### src/rtl/spike_dispatch_scheduler.sv
// Two-requester spike scheduler feeding the synapse array: per-requester FIFOs, one issue, then an enable-gated holdoff.
// Optional build macro SPK_SCHED_REC_PRIO_EN: strict recurrent priority instead of round-robin.
module spike_dispatch_scheduler #(
  parameter int NUM_AXONS      = 64,
  parameter int NUM_NEURONS    = 64,
  parameter int AXON_ID_WIDTH  = $clog2(NUM_AXONS),
  parameter int FIFO_DEPTH     = 8,
  parameter int HOLDOFF_CYCLES = 2*NUM_NEURONS+2,
  parameter int CNT_WIDTH      = 16
) (
  input  logic                     clk,
  input  logic                     rst,
  input  logic                     ext_valid,
  input  logic [AXON_ID_WIDTH-1:0] ext_axon_id,
  output logic                     ext_ready,
  input  logic                     rec_valid,
  input  logic [AXON_ID_WIDTH-1:0] rec_axon_id,
  output logic                     rec_ready,
  input  logic                     sa_enable,
  input  logic                     flush,
  output logic                     sa_spike_valid,
  output logic [AXON_ID_WIDTH-1:0] sa_spike_axon_id,
  output logic                     sched_idle,
  output logic [CNT_WIDTH-1:0]     dispatch_count
);

  localparam int PTR_W  = $clog2(FIFO_DEPTH) + 1;
  localparam int IDX_W  = PTR_W - 1;
  localparam int HOLD_W = $clog2(HOLDOFF_CYCLES + 1);
  localparam logic [HOLD_W-1:0] HOLD_LOAD = HOLD_W'(HOLDOFF_CYCLES - 1);

  typedef enum logic {S_IDLE, S_WAIT} state_t;

  state_t                   state;
  logic [HOLD_W-1:0]        hold_cnt;

  logic [AXON_ID_WIDTH-1:0] ext_mem [FIFO_DEPTH];
  logic [AXON_ID_WIDTH-1:0] rec_mem [FIFO_DEPTH];
  logic [PTR_W-1:0]         ext_wr_ptr, ext_rd_ptr;
  logic [PTR_W-1:0]         rec_wr_ptr, rec_rd_ptr;

  logic                     ext_empty, ext_full, rec_empty, rec_full;
  logic                     ext_push, rec_push, ext_pop, rec_pop;
  logic                     issue, grant_rec;
  logic [AXON_ID_WIDTH-1:0] pop_id;

  // Extra pointer MSB separates full (MSBs differ) from empty (pointers equal).
  assign ext_empty = (ext_wr_ptr == ext_rd_ptr);
  assign rec_empty = (rec_wr_ptr == rec_rd_ptr);
  assign ext_full  = (ext_wr_ptr[PTR_W-1] != ext_rd_ptr[PTR_W-1]) &&
                     (ext_wr_ptr[IDX_W-1:0] == ext_rd_ptr[IDX_W-1:0]);
  assign rec_full  = (rec_wr_ptr[PTR_W-1] != rec_rd_ptr[PTR_W-1]) &&
                     (rec_wr_ptr[IDX_W-1:0] == rec_rd_ptr[IDX_W-1:0]);

  assign ext_ready = !ext_full;
  assign rec_ready = !rec_full;
  assign ext_push  = ext_valid && !ext_full && !flush;
  assign rec_push  = rec_valid && !rec_full && !flush;

  assign issue = (state == S_IDLE) && sa_enable && (!ext_empty || !rec_empty);

`ifdef SPK_SCHED_REC_PRIO_EN
  assign grant_rec = !rec_empty;
`else
  logic last_rec;

  // Tie goes to whichever requester was not served last.
  assign grant_rec = !rec_empty && (ext_empty || !last_rec);

  always_ff @(posedge clk) begin
    if (rst) begin
      last_rec <= 1'b1;
    end else if (issue) begin
      last_rec <= grant_rec;
    end
  end
`endif

  assign ext_pop = issue && !grant_rec;
  assign rec_pop = issue && grant_rec;
  assign pop_id  = grant_rec ? rec_mem[rec_rd_ptr[IDX_W-1:0]]
                             : ext_mem[ext_rd_ptr[IDX_W-1:0]];

  assign sched_idle = (state == S_IDLE) && ext_empty && rec_empty;

  // FIFO storage carries data only, so it is left out of reset.
  always_ff @(posedge clk) begin
    if (ext_push) ext_mem[ext_wr_ptr[IDX_W-1:0]] <= ext_axon_id;
    if (rec_push) rec_mem[rec_wr_ptr[IDX_W-1:0]] <= rec_axon_id;
  end

  always_ff @(posedge clk) begin
    if (rst || flush) begin
      ext_wr_ptr <= '0;
      ext_rd_ptr <= '0;
      rec_wr_ptr <= '0;
      rec_rd_ptr <= '0;
    end else begin
      if (ext_push) ext_wr_ptr <= ext_wr_ptr + PTR_W'(1);
      if (ext_pop)  ext_rd_ptr <= ext_rd_ptr + PTR_W'(1);
      if (rec_push) rec_wr_ptr <= rec_wr_ptr + PTR_W'(1);
      if (rec_pop)  rec_rd_ptr <= rec_rd_ptr + PTR_W'(1);
    end
  end

  // Issue / holdoff state machine; the holdoff only advances while the array is enabled.
  always_ff @(posedge clk) begin
    if (rst) begin
      state            <= S_IDLE;
      hold_cnt         <= '0;
      sa_spike_valid   <= 1'b0;
      sa_spike_axon_id <= '0;
      dispatch_count   <= '0;
    end else begin
      sa_spike_valid <= 1'b0;
      case (state)
        S_IDLE: begin
          if (issue) begin
            sa_spike_valid   <= 1'b1;
            sa_spike_axon_id <= pop_id;
            dispatch_count   <= dispatch_count + CNT_WIDTH'(1);
            hold_cnt         <= HOLD_LOAD;
            state            <= S_WAIT;
          end
        end
        S_WAIT: begin
          if (sa_enable) begin
            if (hold_cnt == '0) begin
              state <= S_IDLE;
            end else begin
              hold_cnt <= hold_cnt - HOLD_W'(1);
            end
          end
        end
        default: state <= S_IDLE;
      endcase
    end
  end

endmodule

### config.mk
export PLATFORM = sky130hd
export DESIGN_NAME = spike_dispatch_scheduler
export DESIGN_NICKNAME = d
export VERILOG_FILES = /design/src/rtl/spike_dispatch_scheduler.sv
export SDC_FILE = /design/constraint.sdc
export NUM_CORES = 1
export LEC_CHECK = 0
export CAP_MARGIN = 5
export CORE_ASPECT_RATIO = 2
export CORE_MARGIN = 3
export CORE_UTILIZATION = 43
export CTS_CLUSTER_SIZE = 8
export DETAILED_ROUTE_END_ITERATION = 10
export GPL_TIMING_DRIVEN = 0
export PLACE_DENSITY_LB_ADDON = 0.3
export RECOVER_POWER = 50
export SYNTH_ARGS = -nofsm -noshare
export SYNTH_HDL_FRONTEND = slang
export SYNTH_SLANG_ARGS = --single-unit
export TNS_END_PERCENT = 10
### constraint.sdc
create_clock -name clk -period 4.95 [get_ports clk]
set_input_delay 0.7425 -clock clk [delete_from_list [all_inputs] [get_ports clk]]
set_output_delay 0.7425 -clock clk [all_outputs]
set_load 0.005 [all_outputs]
# After elaboration in Yosys (flattened, before gate mapping)
# Memory sizes are Yosys's and may differ from the RTL's. A register that Yosys moved wholly into a read port is not among the register bits.
# Cells that the tools add are included.
[totals]
register_bits = 49
ram_bits = 96
input_bits = 18
output_inout_bits = 26
word_cells = 72
mem_count = 2
[classes]
n_addsub = 6
n_eq_ne = 9
muxes = 17
bitwise = 1
n_reduce_logical = 27
[mem_list]
columns = ["name", "depth", "width", "read_ports", "rd_ports_with_merged_regs", "write_ports", "line_no", "text"]
rows = [
  ["ext_mem", 8, 6, 1, 1, 1, "37", "logic [AXON_ID_WIDTH-1:0] ext_mem [FIFO_DEPTH];"],
  ["rec_mem", 8, 6, 1, 1, 1, "38", "logic [AXON_ID_WIDTH-1:0] rec_mem [FIFO_DEPTH];"],
]
[op_table]
columns = ["operator", "n"]
rows = [
  ["$mux W8", 3],
  ["$add A16 B1 Y16 const B", 1],
  ["$add A4 B1 Y4 const B", 4],
  ["$pmux W8 S2", 1],
  ["$logic_and A1 B1 Y1", 13],
  ["$mux W3", 4],
  ["$eq A4 B4 Y1", 2],
  ["$logic_not A8 Y1", 1],
  ["$sub A8 B1 Y8 const B", 1],
  ["$logic_not A1 Y1", 7],
  ["$mux W1", 7],
  ["$eq A3 B3 Y1", 2],
  ["$mux W6", 1],
  ["$ne A2 B2 Y1 const B", 3],
  ["$logic_or A1 B1 Y1", 3],
  ["$reduce_and A3 Y1", 1],
  ["$ne A1 B1 Y1", 2],
  ["$pmux W1 S2", 1],
  ["$reduce_and A2 Y1", 1],
  ["$reduce_or A2 Y1", 1],
  ["$not A1 Y1", 1],
]

# Depth between registers and ports, before layout
# Gate-level depths: netlist of the first run.
[depth]
ltp_word = 7
mapped_depth = 8
mapped_depth_nobuf = 7

# Least setup slack after synthesis of the first run
# No wires, ideal clock.
[synth_path]
path_type = "input -> register"
from = "input port flush"
to = "memory ext_mem[4][0] (netlist bit), enable pin"
setup_time_ns = 0.378
arrival_ns = 1.891
required_ns = 4.572
slack_ns = 2.681
stages = 3
n_path_buf = 1
path_cell_list = "clkbuf_1 -> or3_1 -> nor3b_1"
[synth_between]
elab_chain_cells = 4
[synth_lines]
columns = ["element", "line_no", "text"]
rows = [
  ["from (decl)", "20", "input logic flush,"],
  ["$logic_not A1 Y1", "57", "assign ext_push = ext_valid && !ext_full && !flush;"],
  ["$logic_and A1 B1 Y1", "57", ""],
  ["$mux W1", "88", "if (ext_push) ext_mem[ext_wr_ptr[IDX_W-1:0]] <= ext_axon_id;"],
  ["$mux W1 (implied by the code)", "88", ""],
  ["to (decl)", "37", ""],
]
# Every way passes these cells.

# Worst setup path in the final report of the first run
[layout_path]
from = "register ext_wr_ptr[0]"
to = "output port sched_idle"
[layout_between]
elab_chain_cells = 3
[layout_lines]
columns = ["element", "line_no", "text"]
rows = [
  ["from (decl)", "39", "logic [PTR_W-1:0] ext_wr_ptr, ext_rd_ptr;"],
  ["from (signal assigned)", "99", "if (ext_push) ext_wr_ptr <= ext_wr_ptr + PTR_W'(1);"],
  ["$eq A4 B4 Y1", "48", "assign ext_empty = (ext_wr_ptr == ext_rd_ptr);"],
  ["$logic_and A1 B1 Y1 (2 in series)", "84", "assign sched_idle = (state == S_IDLE) && ext_empty && rec_empty;"],
  ["to (decl)", "23", "output logic sched_idle,"],
]
# Every way passes these cells.

==> results_dict.tcl, run 1 <==
set metrics [dict create \
    die-area_um2 16400 \
    synth_compound_area_frac 0.0756 \
    power_density_nw_per_um2 365 \
    design_area_um2 7530 \
    synth_flop_cell "edfxtp_1" \
    multi_input_area_um2 2190 \
    seqPwrFrac 0.498 \
    p_sw_frac 0.230 \
    hold_class "register to register" \
    final_max_slew_viol_count 0 \
    synth_edf_count 96 \
    worst_slack_ps 1540 \
    track_usage 0.168 \
    wl_met2_um 7590 \
    min_to "hold_cnt[1]" \
    antenna_found_initial 0 \
    crit_required_ps 4210 \
    fp.dieW_um 92.0 \
    drt-met1-wl_um 4730 \
    path_max_fanout 9 \
    rows 62 \
    nFillCells 1263 \
    wl_met3_um 425 \
    hold_buffers 0 \
    synth_warnings 0 \
    min_path_cells 2 \
    routed_wl_um 12900 \
    gp_congestion 0.810 \
    setup_tns_ps 0 \
    final.period_utilization 0.689 \
    status "finished clean" \
    clock-sinks 151 \
    drc_errors 0 \
    clkTransAtPathRegs_ps 70 \
    synthCells 449 \
    dr.max_layer_used "met4" \
    cts_tree "yes" \
    syn_to_final_growth_pct 18.4 \
    r2r_end "ext_mem[4][4]" \
    cts_root_buf "clkbuf_16" \
    hold_violations 0 \
    grt_pass1_wl_um 20700 \
    net-switching-power_uw 632 \
    core_area_um2 14400 \
    dp_slack_ps 1690 \
    num_antenna_cells 0 \
    placed_cells 683 \
    gr-total-overflow 0 \
    rr_worst_depth 5 \
    cp.arrival_ps 2670 \
    combPwrFrac 0.051 \
    vias 3853 \
    numCtsBuffers 17 \
    peakVddDrop_mv 0.268 \
    internal_power_uw 2110 \
    place_area_um2 7020 \
    syn_area_per_cell_um2 14.2 \
    clock_latency_ps 420 \
    die_h_um 178 \
    first_iter_violations 151 \
    yosys.area_share.simple 0.100 \
    synth_nets 474 \
    post_cts_buffers 0 \
    finalPower_uw 2740 \
    regToRegStartpoint "ext_wr_ptr[0]" \
    drtAntennaViolNets 0 \
    layout-drive-gt1-share 0.161 \
    htree_levels 4 \
    avgRoutedWirePerCell_um 18.1 \
    drv_cap 0 \
    pin_count 44 \
    synth_area_um2 6350 \
    grt_max_degree 17 \
    ctsResizeCount 0 \
    slew_headroom 0.189 \
    start_util 0.440 \
    synth_top_family_by_area "multiplexers" \
    cts_buffer_depth 2 \
    regToRegSetupSlack_ps 1920 \
    nNetsFinal 535 \
    rsz0062_at_grt "no" \
    tightest_slew_ps 1210 \
    async_reset_ff_frac 0 \
    end_kind "primary output" \
    setup_viol 0 \
    max_freq_ghz 0.293 \
    p_leak_uw 0.00249 \
    seqCellArea_um2 3980 \
    via_per_inst 5.39 \
    min_period_ps 3410 \
    synth_fa_ha_area_frac 0.0138 \
    ys_seq_area_frac 0.627 \
    drtPass1Iterations 4 \
    synthMuxAreaShare 0.116 \
    finClkSkew_ps 8.71 \
    port_buffers 41 \
    ys_ff_latch 151 \
    ys_types 50 \
    instances_no_fill 715 \
    synth_xor_area_frac 0.0463 \
    worstHoldStart "hold_cnt[1]" \
    hpwl_um 9400 \
    path_class "register to primary output" \
    grt_pass1_vias 3931 \
    start_kind "register" \
    clkPwrFrac 0.451 \
]
[flip-flops by register name (all words and copies together) (netlist names), named ones only]
name	count
ext_mem	48
rec_mem	48
dispatch_count	16
hold_cnt	8
sa_spike_axon_id	6
ext_rd_ptr	4
ext_wr_ptr	4
rec_rd_ptr	4
rec_wr_ptr	4
last_rec	1
sa_spike_valid	1
state	1
[synthesized netlist by cell type, types with 3 or more instances]
library cell | n | share of area
o41ai_2 | 3 | 0.0077
or2_0 | 4 | 0.0039
dfxtp_1 | 55 | 0.17
nor3b_1 | 6 | 0.0071
xnor2_1 | 22 | 0.030
xor2_2 | 3 | 0.0077
mux4_2 | 24 | 0.085
a22oi_1 | 3 | 0.0035
or4_1 | 9 | 0.011
nand4_1 | 5 | 0.0049
o21ai_0 | 10 | 0.0079
a21oi_1 | 25 | 0.020
edfxtp_1 | 96 | 0.45
or3_1 | 8 | 0.0079
buf_2 | 11 | 0.0087
a211oi_1 | 7 | 0.0083
mux2_2 | 6 | 0.011
nor3_1 | 7 | 0.0055
nand3_1 | 6 | 0.0047
nand2_1 | 18 | 0.011
xor2_1 | 6 | 0.0083
mux2i_1 | 13 | 0.020
nor2_1 | 40 | 0.024
ha_1 | 7 | 0.014
o31ai_1 | 7 | 0.0083
clkbuf_1 | 7 | 0.0041
and3_1 | 3 | 0.0030
inv_1 | 10 | 0.0059
[power by group through the flow]
stage               registers (uW)  logic (uW)  clock network (uW)
CTS                           1370         146                1260
global route                  1370         153                1310
detailed placement            1390         145                   0
finish                        1370         139                1240
global placement              1390         138                   0
floorplan                     1390        86.3                   0
[through the flow]
step           hold slack [ps]  utilization
2_1_floorplan              457            -
3_3_place_gp               477        0.486
3_5_place_dp               487        0.486
4_1_cts                    496        0.526
5_1_grt                    530        0.522
6_report                   496        0.522
[worst max-delay path, stage by stage (launching register included)]
cell             delay, ps
dfxtp_1                330
clkbuf_1               350
xor2_1                 200
or4_4                  570
nor3_1                 240
clkdlybuf4s50_1        560
[cells in the final DEF (no fill, tap or decap), types with 4 or more instances in the layout]
cell type | netlist | layout
a211oi_1 | 7 | 7
nor2_1 | 40 | 40
clkdlybuf4s50_1 | 0 | 10
buf_2 | 11 | 8
xor2_1 | 6 | 7
mux2_2 | 6 | 6
o21ai_0 | 10 | 11
nand4_1 | 5 | 5
edfxtp_1 | 96 | 96
or4_1 | 9 | 9
inv_1 | 10 | 10
nand2_1 | 18 | 18
o31ai_1 | 7 | 7
clkbuf_1 | 7 | 11
dfxtp_1 | 55 | 55
a21oi_1 | 25 | 25
or3_1 | 8 | 8
nor3b_1 | 6 | 6
nor3_1 | 7 | 7
mux2i_1 | 13 | 13
nand3_1 | 6 | 6
inv_6 | 0 | 5
dlygate4sd3_1 | 0 | 31
xnor2_1 | 22 | 22
clkbuf_16 | 0 | 17
mux4_2 | 24 | 24
or2_0 | 4 | 4
ha_1 | 7 | 7
[how the worst max path moves through the flow]
| stage | cells after the start | start | to |
|---|---|---|---|
| final | 5 | ext_wr_ptr[0] | sched_idle |
| after global routing | 5 | ext_wr_ptr[0] | sched_idle |
| after CTS | 5 | ext_wr_ptr[0] | sched_idle |
| after floorplan | 3 | flush | ext_mem[4][0] |
| after global placement | 3 | ext_valid | ext_mem[7][5] |
| after detailed placement | 4 | ext_valid | ext_mem[4][5] |
[cell type report]
type,count,area share
Sequential cell,151,0.529
Multi-Input combinational cell,267,0.291
Clock buffer,17,0.0565
Timing Repair Buffer,42,0.0550
Tap cell,192,0.0319
Clock inverter,15,0.0188
Buffer,21,0.0123
Inverter,10,0.00499
[logic make-up (layout without fill, tap and decap cells)]
group,after synthesis,count (layout)
AO/OA/AOI/OAI,68,68
XOR/XNOR,31,31
adder cells (fa/ha/maj),7,7
buffers and inverters,31,105
flip-flops,151,151
multiplexers,43,43
AND/OR/NAND/NOR,118,118
[metal layers]
metal  up-vias  GRT usage
li1       1846          -
met1      1918      0.176
met2        71      0.321
met3        18     0.0416
met4         0     0.0602
met5         -          0
No activity file was read; power rests on OpenSTA's default activity.
==> run 2: changes to the inputs <==
clock period = 3.1 ns   (was 4.95 ns; I/O delays follow)
==> run 2 against run 1 <==
- flip-flop and latch count is the same
- critical endpoint unchanged
- first-iteration DRC count is 6.6% lower
- via count fell by 0.34%
- largest cell class unchanged
- sequential power up 59%
- core utilization increased by 0.095 points
- hold slack worse by 46 ps
==> results_dict.tcl, run 2 (same netlist as run 1, synthesis figures left out) <==
set metrics [dict create \
    gr-total-overflow 0 \
    path_class "register to primary output" \
    final_max_slew_viol_count 0 \
    status "finished clean" \
    final_util 0.523 \
    gp_congestion 0.810 \
    max_freq_ghz 0.343 \
    ctsResizeCount 0 \
    net-switching-power_uw 1010 \
    die-area_um2 16400 \
    cts_buffer_depth 2 \
    setup_viol 0 \
    layout-drive-gt1-share 0.166 \
    layout_commonest_cell "edfxtp_1" \
    power_density_nw_per_um2 581 \
    post_cts_buffers 0 \
    avgRoutedWirePerCell_um 18.1 \
    internal_power_uw 3370 \
    p_sw_frac 0.230 \
    drc_errors 0 \
    hold_buffers 0 \
    clock-sinks 151 \
    grt_pass1_vias 3931 \
    port_buffers 41 \
    fp.dieW_um 92.0 \
    numCtsBuffers 17 \
    dp_slack_ps 119 \
    worst_slack_ps 184 \
    via_per_inst 5.37 \
    final_cell_mix "96 x edfxtp_1, 55 x dfxtp_1, 40 x nor2_1" \
    peakVddDrop_mv 0.433 \
    slew_headroom 0.187 \
    end_kind "primary output" \
    cp.arrival_ps 2450 \
    vias 3840 \
    htree_levels 4 \
    final.period_utilization 0.941 \
    cts_tree "yes" \
    routed_wl_um 12900 \
    hpwl_um 9400 \
    antenna_found_initial 0 \
    start_kind "register" \
    pin_count 44 \
    grt_max_degree 17 \
    clkTransAtPathRegs_ps 60 \
    p_leak_uw 0.00251 \
    num_antenna_cells 0 \
    syn_to_final_growth_pct 18.6 \
    cpMaxStageDelayCell "or4_1" \
    start_util 0.440 \
    die_h_um 178 \
    drtPass1Iterations 4 \
    drv_cap 0 \
    crit_required_ps 2630 \
    clkPwrFrac 0.451 \
    regToRegSetupSlack_ps 320 \
    grt_pass1_wl_um 20700 \
    cts_root_buf "clkbuf_16" \
    finClkSkew_ps 8.64 \
    rsz0062_at_grt "no" \
    tightest_slew_ps 1220 \
    crit_chain "buf_2 -> xor2_2 -> or4_1 -> nor3_1 -> clkdlybuf4s50_1" \
    path_max_fanout 9 \
    hold_ws_ps 450 \
    core_area_um2 14400 \
    rows 62 \
    slowest_delay_ps 580 \
    track_usage 0.168 \
    min_period_ps 2920 \
    clock_latency_ps 420 \
    nNetsFinal 535 \
    hold_violations 0 \
    drtAntennaViolNets 0 \
    hold_class "input pin to register" \
    seqPwrFrac 0.499 \
    combPwrFrac 0.050 \
    first_iter_violations 141 \
]
==> run 2: metrics by stage <==
| step | TNS (ps) | std cells | total power [uW] | area (um2) |
|---|---|---|---|---|
| after floorplan | 0 | 449 | 2360 | 6350 |
| final | 0 | 715 | 4380 | 7540 |
| after global routing | 0 | 715 | 4520 | 7540 |
| after detailed placement | 0 | 683 | 2460 | 7020 |
| after global placement | -0.148 | 682 | 2450 | 7010 |
| after CTS | 0 | 715 | 4430 | 7590 |
==> run 2: cell type report <==
cell class                      instances  area, um2
Timing Repair Buffer                   42        414
Clock inverter                         15        141
Sequential cell                       151       3980
Inverter                               10       37.5
Tap cell                              192        240
Fill cell                            1264       6890
Multi-Input combinational cell        267       2200
Buffer                                 21       95.1
Clock buffer                           17        425
==> run 2: worst max-delay path: cells and delay by family, from the launching register on <==
kind	cells	cell delay, ps
simple gates	2	810
flops	1	330
buf+inv	2	770
xor+xnor	1	120
==> run 2: final timing paths <==
check,from,to,depth (start not counted)
max,ext_wr_ptr[0],sched_idle,5
min,rst,sa_spike_axon_id[5],2
max reg2reg,ext_wr_ptr[0],rec_rd_ptr[2],6
min reg2reg,hold_cnt[5],hold_cnt[5],2
==> run 2: power groups by stage <==
stage               clock network (uW)  logic (uW)  registers, uW
floorplan                            0         138           2220
global placement                     0         221           2230
detailed placement                   0         231           2230
CTS                               2010         233           2180
global route                      2090         244           2190
finish                            1980         221           2180
==> run 2: layer usage <==
metal,share of wire,track usage,up-vias
met4,0.014,0.0602,0
met1,0.37,0.176,1924
met5,0,0,-
met3,0.029,0.0416,14
li1,-,-,1843
met2,0.59,0.321,59
==> run 3: changes to the inputs <==
CAP_MARGIN = not set   (was 5)
==> results of run 3 <==
The final DEF is identical to that of run 2; final timing and power are the same.
